## config.mk

```make
export PLATFORM = sky130hd
export DESIGN_NAME = ex_div_iter
export DESIGN_NICKNAME = d
export VERILOG_FILES = /design/src/rtl/ex_div_iter.sv
export SDC_FILE = /design/constraint.sdc
export NUM_CORES = 1
export LEC_CHECK = 0
export ABC_AREA = 0
export ABC_CLOCK_PERIOD_IN_PS = 6000
export CAP_MARGIN = 20
export CORE_ASPECT_RATIO = 0.75
export CORE_MARGIN = 5
export CORE_UTILIZATION = 59
export CTS_BUF_LIST = sky130_fd_sc_hd__clkbuf_8
export CTS_CLUSTER_SIZE = 40
export DETAILED_ROUTE_END_ITERATION = 7
export PLACE_DENSITY_LB_ADDON = 0.12
export SETUP_SLACK_MARGIN = 0.5
export SLEW_MARGIN = 20
export SYNTH_ARGS = -nofsm -noshare
export SYNTH_HDL_FRONTEND = slang
export SYNTH_SLANG_ARGS = --single-unit
```

## constraint.sdc

```tcl
create_clock -name clk -period 6 [get_ports clk]
set_input_delay 0.9 -clock clk [delete_from_list [all_inputs] [get_ports clk]]
set_output_delay 0.9 -clock clk [all_outputs]
set_load 0.03 [all_outputs]
```

## src/rtl/ex_div_iter.sv

```systemverilog
// ex_div_iter
//   Iterative radix-2 restoring divider for DIV/DIVU in the EX stage.
//   One quotient bit is produced per cycle, so a result is available
//   DATA_W+1 cycles after the operation is accepted (two cycles for a
//   zero divisor). While a division is in flight stallreq_for_ex freezes
//   EX and all earlier stages; the result is consumed on the ready edge.
//
// Ports
//   clk              rising-edge clock
//   rst              synchronous, active-high reset
//   start            EX holds a DIV/DIVU (held high by the stall until ready)
//   signed_div       1 = DIV (two's complement), 0 = DIVU
//   dividend         rs operand, sampled only on acceptance
//   divisor          rt operand, sampled only on acceptance
//   annul            abort any in-flight operation (exception/flush)
//   result           {remainder (HI), quotient (LO)}; meaningful while ready=1
//   ready            one-cycle pulse marking a valid result
//   stallreq_for_ex  combinational stall request: start & ~ready
module ex_div_iter #(
  parameter int unsigned DATA_W = 32
) (
  input  logic                clk,
  input  logic                rst,
  input  logic                start,
  input  logic                signed_div,
  input  logic [DATA_W-1:0]   dividend,
  input  logic [DATA_W-1:0]   divisor,
  input  logic                annul,
  output logic [2*DATA_W-1:0] result,
  output logic                ready,
  output logic                stallreq_for_ex
);

  localparam int unsigned CNT_W = $clog2(DATA_W + 1);

  typedef enum logic [1:0] {
    IDLE,
    RUN,
    DZERO,
    FIN
  } state_t;

  state_t state, state_nx;

  logic [CNT_W-1:0]  cnt;
  logic [DATA_W-1:0] rem;      // partial remainder
  logic [DATA_W-1:0] quo;      // dividend bits shifting out, quotient bits shifting in
  logic [DATA_W-1:0] dvs;      // divisor magnitude
  logic              neg_q;
  logic              neg_r;

  logic              div_zero;
  logic              last_iter;
  logic [DATA_W-1:0] dd_mag;
  logic [DATA_W-1:0] dv_mag;

  logic [DATA_W:0]   shifted;
  logic              trial_ok;
  logic [DATA_W-1:0] diff;
  logic [DATA_W-1:0] rem_step;
  logic [DATA_W-1:0] quo_step;
  logic [DATA_W-1:0] q_fix;
  logic [DATA_W-1:0] r_fix;

  // Operand magnitudes. For the most negative value the negation wraps to
  // itself, which is the correct unsigned magnitude.
  always_comb begin
    div_zero = (divisor == '0);
    dd_mag   = (signed_div && dividend[DATA_W-1]) ? -dividend : dividend;
    dv_mag   = (signed_div && divisor[DATA_W-1])  ? -divisor  : divisor;
  end

  // One restoring step. The shifted remainder needs DATA_W+1 bits, but a
  // successful trial always leaves a value below the divisor, so the low
  // DATA_W bits of the modular difference are exact.
  always_comb begin
    shifted   = {rem, quo[DATA_W-1]};
    trial_ok  = (shifted >= {1'b0, dvs});
    diff      = shifted[DATA_W-1:0] - dvs;
    rem_step  = trial_ok ? diff : shifted[DATA_W-1:0];
    quo_step  = {quo[DATA_W-2:0], trial_ok};
    q_fix     = neg_q ? -quo_step : quo_step;
    r_fix     = neg_r ? -rem_step : rem_step;
    last_iter = (cnt == CNT_W'(DATA_W - 1));
  end

  always_ff @(posedge clk) begin
    if (rst) begin
      state <= IDLE;
    end else begin
      state <= state_nx;
    end
  end

  always_comb begin
    state_nx = state;
    if (annul) begin
      state_nx = IDLE;
    end else begin
      unique case (state)
        IDLE:  if (start) state_nx = div_zero ? DZERO : RUN;
        RUN:   if (last_iter) state_nx = FIN;
        DZERO: state_nx = FIN;
        FIN:   state_nx = IDLE;
        default: state_nx = IDLE;
      endcase
    end
  end

  // Datapath. The final step and its sign correction are folded into the
  // last RUN edge so that result is already registered in the FIN cycle.
  always_ff @(posedge clk) begin
    if (rst) begin
      result <= '0;
      ready  <= 1'b0;
      cnt    <= '0;
      rem    <= '0;
      quo    <= '0;
      dvs    <= '0;
      neg_q  <= 1'b0;
      neg_r  <= 1'b0;
    end else begin
      ready <= 1'b0;
      if (annul) begin
        cnt <= '0;
      end else begin
        unique case (state)
          IDLE: begin
            if (start && !div_zero) begin
              quo   <= dd_mag;
              dvs   <= dv_mag;
              rem   <= '0;
              cnt   <= '0;
              neg_q <= signed_div & (dividend[DATA_W-1] ^ divisor[DATA_W-1]);
              neg_r <= signed_div & dividend[DATA_W-1];
            end
          end
          RUN: begin
            rem <= rem_step;
            quo <= quo_step;
            cnt <= cnt + 1'b1;
            if (last_iter) begin
              result <= {r_fix, q_fix};
              ready  <= 1'b1;
            end
          end
          DZERO: begin
            result <= '0;
            ready  <= 1'b1;
          end
          FIN: begin
            cnt <= '0;
          end
          default: ;
        endcase
      end
    end
  end

  assign stallreq_for_ex = start & ~ready;

endmodule
```

==> run summary <==
Register-to-Register Path Depth = 16
CP Cell Sequence = ha_1 > a21oi_2 > o21ai_2 > a221oi_4 > a311o_1 > nand2_8 > o21ai_0 > ha_1 > nand3_1 > or3_1 > nor3_1 > a31oi_1 > or2_1 > o41ai_1 > xor2_1 > a22o_1
Seq pwr share = 42.2%
RSZ-0062 raised after global routing = false
top fanout value on the critical path = 46
hold path depth = 2
Clock Power Share = 29.2%
Root Driver = clkbuf_8
Slowest-stage cell, CP = a311o_1
CP Class = flip-flop to flip-flop
drc violations = 0
Worst Path Buf+Inv = 0
sequential-to-total area share from yosys stat = 29.0%
GR Util All Layers = 29.5%
CTS sink cnt = 171
first-pass GRT wire length = 55.6 mm
Post-DRT Antenna Nets = 0
Routed WL = 35.9 mm
syn avg cell area = 7.53 um2
Seq cells post-synth = 171
IO buf count = 134
crit-path most repeated cell = ha_1
cell count after synthesis = 1568
Int Power = 1.79 mW
max cap viols = 0
1st-pass router iterations = 6
row count = 44
design area = 13500 um2
dominant synthesized flop cell = dfxtp_1
Post-synth ARST share = 0%
most common cell after layout, fill and taps aside = nor2_1
CP Data Arrival Time = 5.53 ns
YS warnings = 0
TritonCTS clock tree = done
initial drt markers = 1437
hold bufs inserted after CTS = 0
gpl congestion = 0.992
clk_skew = 0.0221 ns
Area contributors post-synth = dfxtp_1 (29%), nor2_1 (7.6%), xnor2_1 (6.0%)
Die Footprint = 23000 um2
setup bufs post-CTS = 0
Clk Latency, worst-skew pair = 0.48 ns
# IOs = 135
HPWL Detailed = 27.2 mm
largest net degree at the start of global routing = 88
Post-Syn Area = 11800 um2
Via density = 6.25
Pwr Density = 213 nW/um2
most frequent cells in the layout = nor2_1 (236), dfxtp_1 (171), nand2_1 (139)
Final TNS setup = 0 ns
Die Y = 132 um
post-synth top area share = 29.0%
Post-synth EDFFs = 0
Core Area = 19500 um2
NetSw = 1.09 mW
Crit. End Element = flip-flop
post-synth cell types = 89
worst hold path type = flip-flop to flip-flop
leading area contributor after synthesis = dfxtp_1
crit share post-route = 85.6%
worst-margin pin slew = 1.18 ns
die extent in x = 173 um
initial antenna violation count = 0
PostCTS Resize Cnt = 0
fmax = 195 MHz
Slew Limit Fails = 0
Net Count, Synth = 1678
outcome = complete, no violations
combinational share of power = 28.6%
Placed Area = 13100 um2
# setup viols final = 0
Remaining Overflow, GRT = 0
Leakage = 4.96 nW
Syn-to-layout area delta = 14.8%
crit start category = flip-flop
Max Root-Sink Buffers = 2
Slew Limit Headroom = 20.8%
Total Nets Final = 1743
Worst-path clk slew = 0.12 ns
CP max stage delay = 0.58 ns
final hold violations = 0
WP data required = 6.39 ns
Routed wire per std cell = 18.9 um
Starting Density = 60.6%
CP top delay family = compound AO/OA/AOI/OAI gates
Final min period = 5.13 ns
TritonCTS Buffers = 17
peak supply drop = 0.127 mV
sw frac = 37.7%
vias after detailed routing = 11.9k
stages on the worst setup path = 16
vias in the first global route = 10.2k
layout cells sized above 1 = 5.29%
Antenna diodes = 0
H-Tree Depth = 4
## stage by stage
stage	util [%]	hold WS (ns)	worst slack, ns	cells	power [mW]
2_1_floorplan	-	0.432	1.32	1568	1.80
3_3_place_gp	67.4	0.442	1.22	1867	2.02
3_5_place_dp	67.4	0.450	0.997	1867	2.04
4_1_cts	69.5	0.463	0.987	1899	2.86
5_1_grt	69.5	0.478	0.606	1899	3.02
6_report	69.5	0.457	0.865	1899	2.88
## cell type report
type	instances	area, um2
clock inverters	15	174
repair buffers	146	1430
flip-flops and latches	171	3420
clock buffers	17	234
well taps	253	317
fillers	1657	5940
multi-input cells	1238	7750
inverters	59	224
## power groups by stage
stage / Clock, mW / Combinational (mW) / Sequential [mW]
3_3_place_gp: 0 / 0.787 / 1.24
3_5_place_dp: 0 / 0.797 / 1.24
5_1_grt: 0.903 / 0.894 / 1.22
2_1_floorplan: 0 / 0.567 / 1.23
6_report: 0.841 / 0.824 / 1.22
4_1_cts: 0.848 / 0.801 / 1.21
## cells by family (layout without fill, tap and decap cells)
group / Yosys count / after routing / synth area share, %
fa+ha+maj: 41 / 41 / 4.41
compound gates: 453 / 453 / 25.7
buf+inv: 159 / 237 / 5.54
mux: 22 / 22 / 1.92
simple gates: 586 / 586 / 23.3
flops: 171 / 171 / 29.0
xor+xnor: 136 / 136 / 10.1
## worst register-to-register path: stages (launching register included)
cell      delay, ns
dfxtp_1        0.37
ha_1           0.46
a21oi_2        0.29
o21ai_2        0.12
a221oi_4       0.42
a311o_1        0.58
nand2_8        0.31
o21ai_0        0.45
ha_1           0.29
nand3_1        0.15
or3_1          0.35
nor3_1         0.23
a31oi_1        0.10
or2_1          0.30
o41ai_1        0.32
xor2_1         0.11
a22o_1         0.21
## layer usage
| layer | vias to the layer above | part of all wire, % | GRT usage [%] |
|---|---|---|---|
| li1 | 5770 | - | - |
| met1 | 5450 | 50 | 49.4 |
| met2 | 623 | 36 | 36.0 |
| met3 | 27 | 13 | 8.59 |
| met4 | 0 | 0.95 | 5.01 |
| met5 | - | 0 | 0 |
## sequential cells by signal, indices dropped and copies added (netlist names)
| register | cells |
|---|---|
| ready | 1 |
| result | 64 |
| cnt | 6 |
| state | 2 |
| rem | 32 |
| dvs | 32 |
| neg_q | 1 |
| neg_r | 1 |
| quo | 32 |
## Yosys cell counts, drive strengths merged, types with 12 or more instances
cell / n
nor2: 239
dfxtp: 171
nand2: 141
a21oi: 132
o21ai: 90
xnor2: 81
clkbuf: 72
inv: 59
xor2: 55
ha: 40
a31oi: 39
a22oi: 38
nor3: 38
a211oi: 31
nand3: 29
buf: 28
o31ai: 23
nand4: 21
mux2i: 20
a22o: 19
or3: 19
nor4: 17
o41ai: 14
and3: 12
## worst paths after layout
path,slack [ns],startpoint,end
worst max-delay path,0.87,rem[5],result[60]
worst min-delay path,0.46,dvs[18],dvs[18]
worst max register to register,0.87,rem[5],result[60]
worst min register to register,0.46,dvs[18],dvs[18]
No activity file was read; power rests on OpenSTA's default activity.
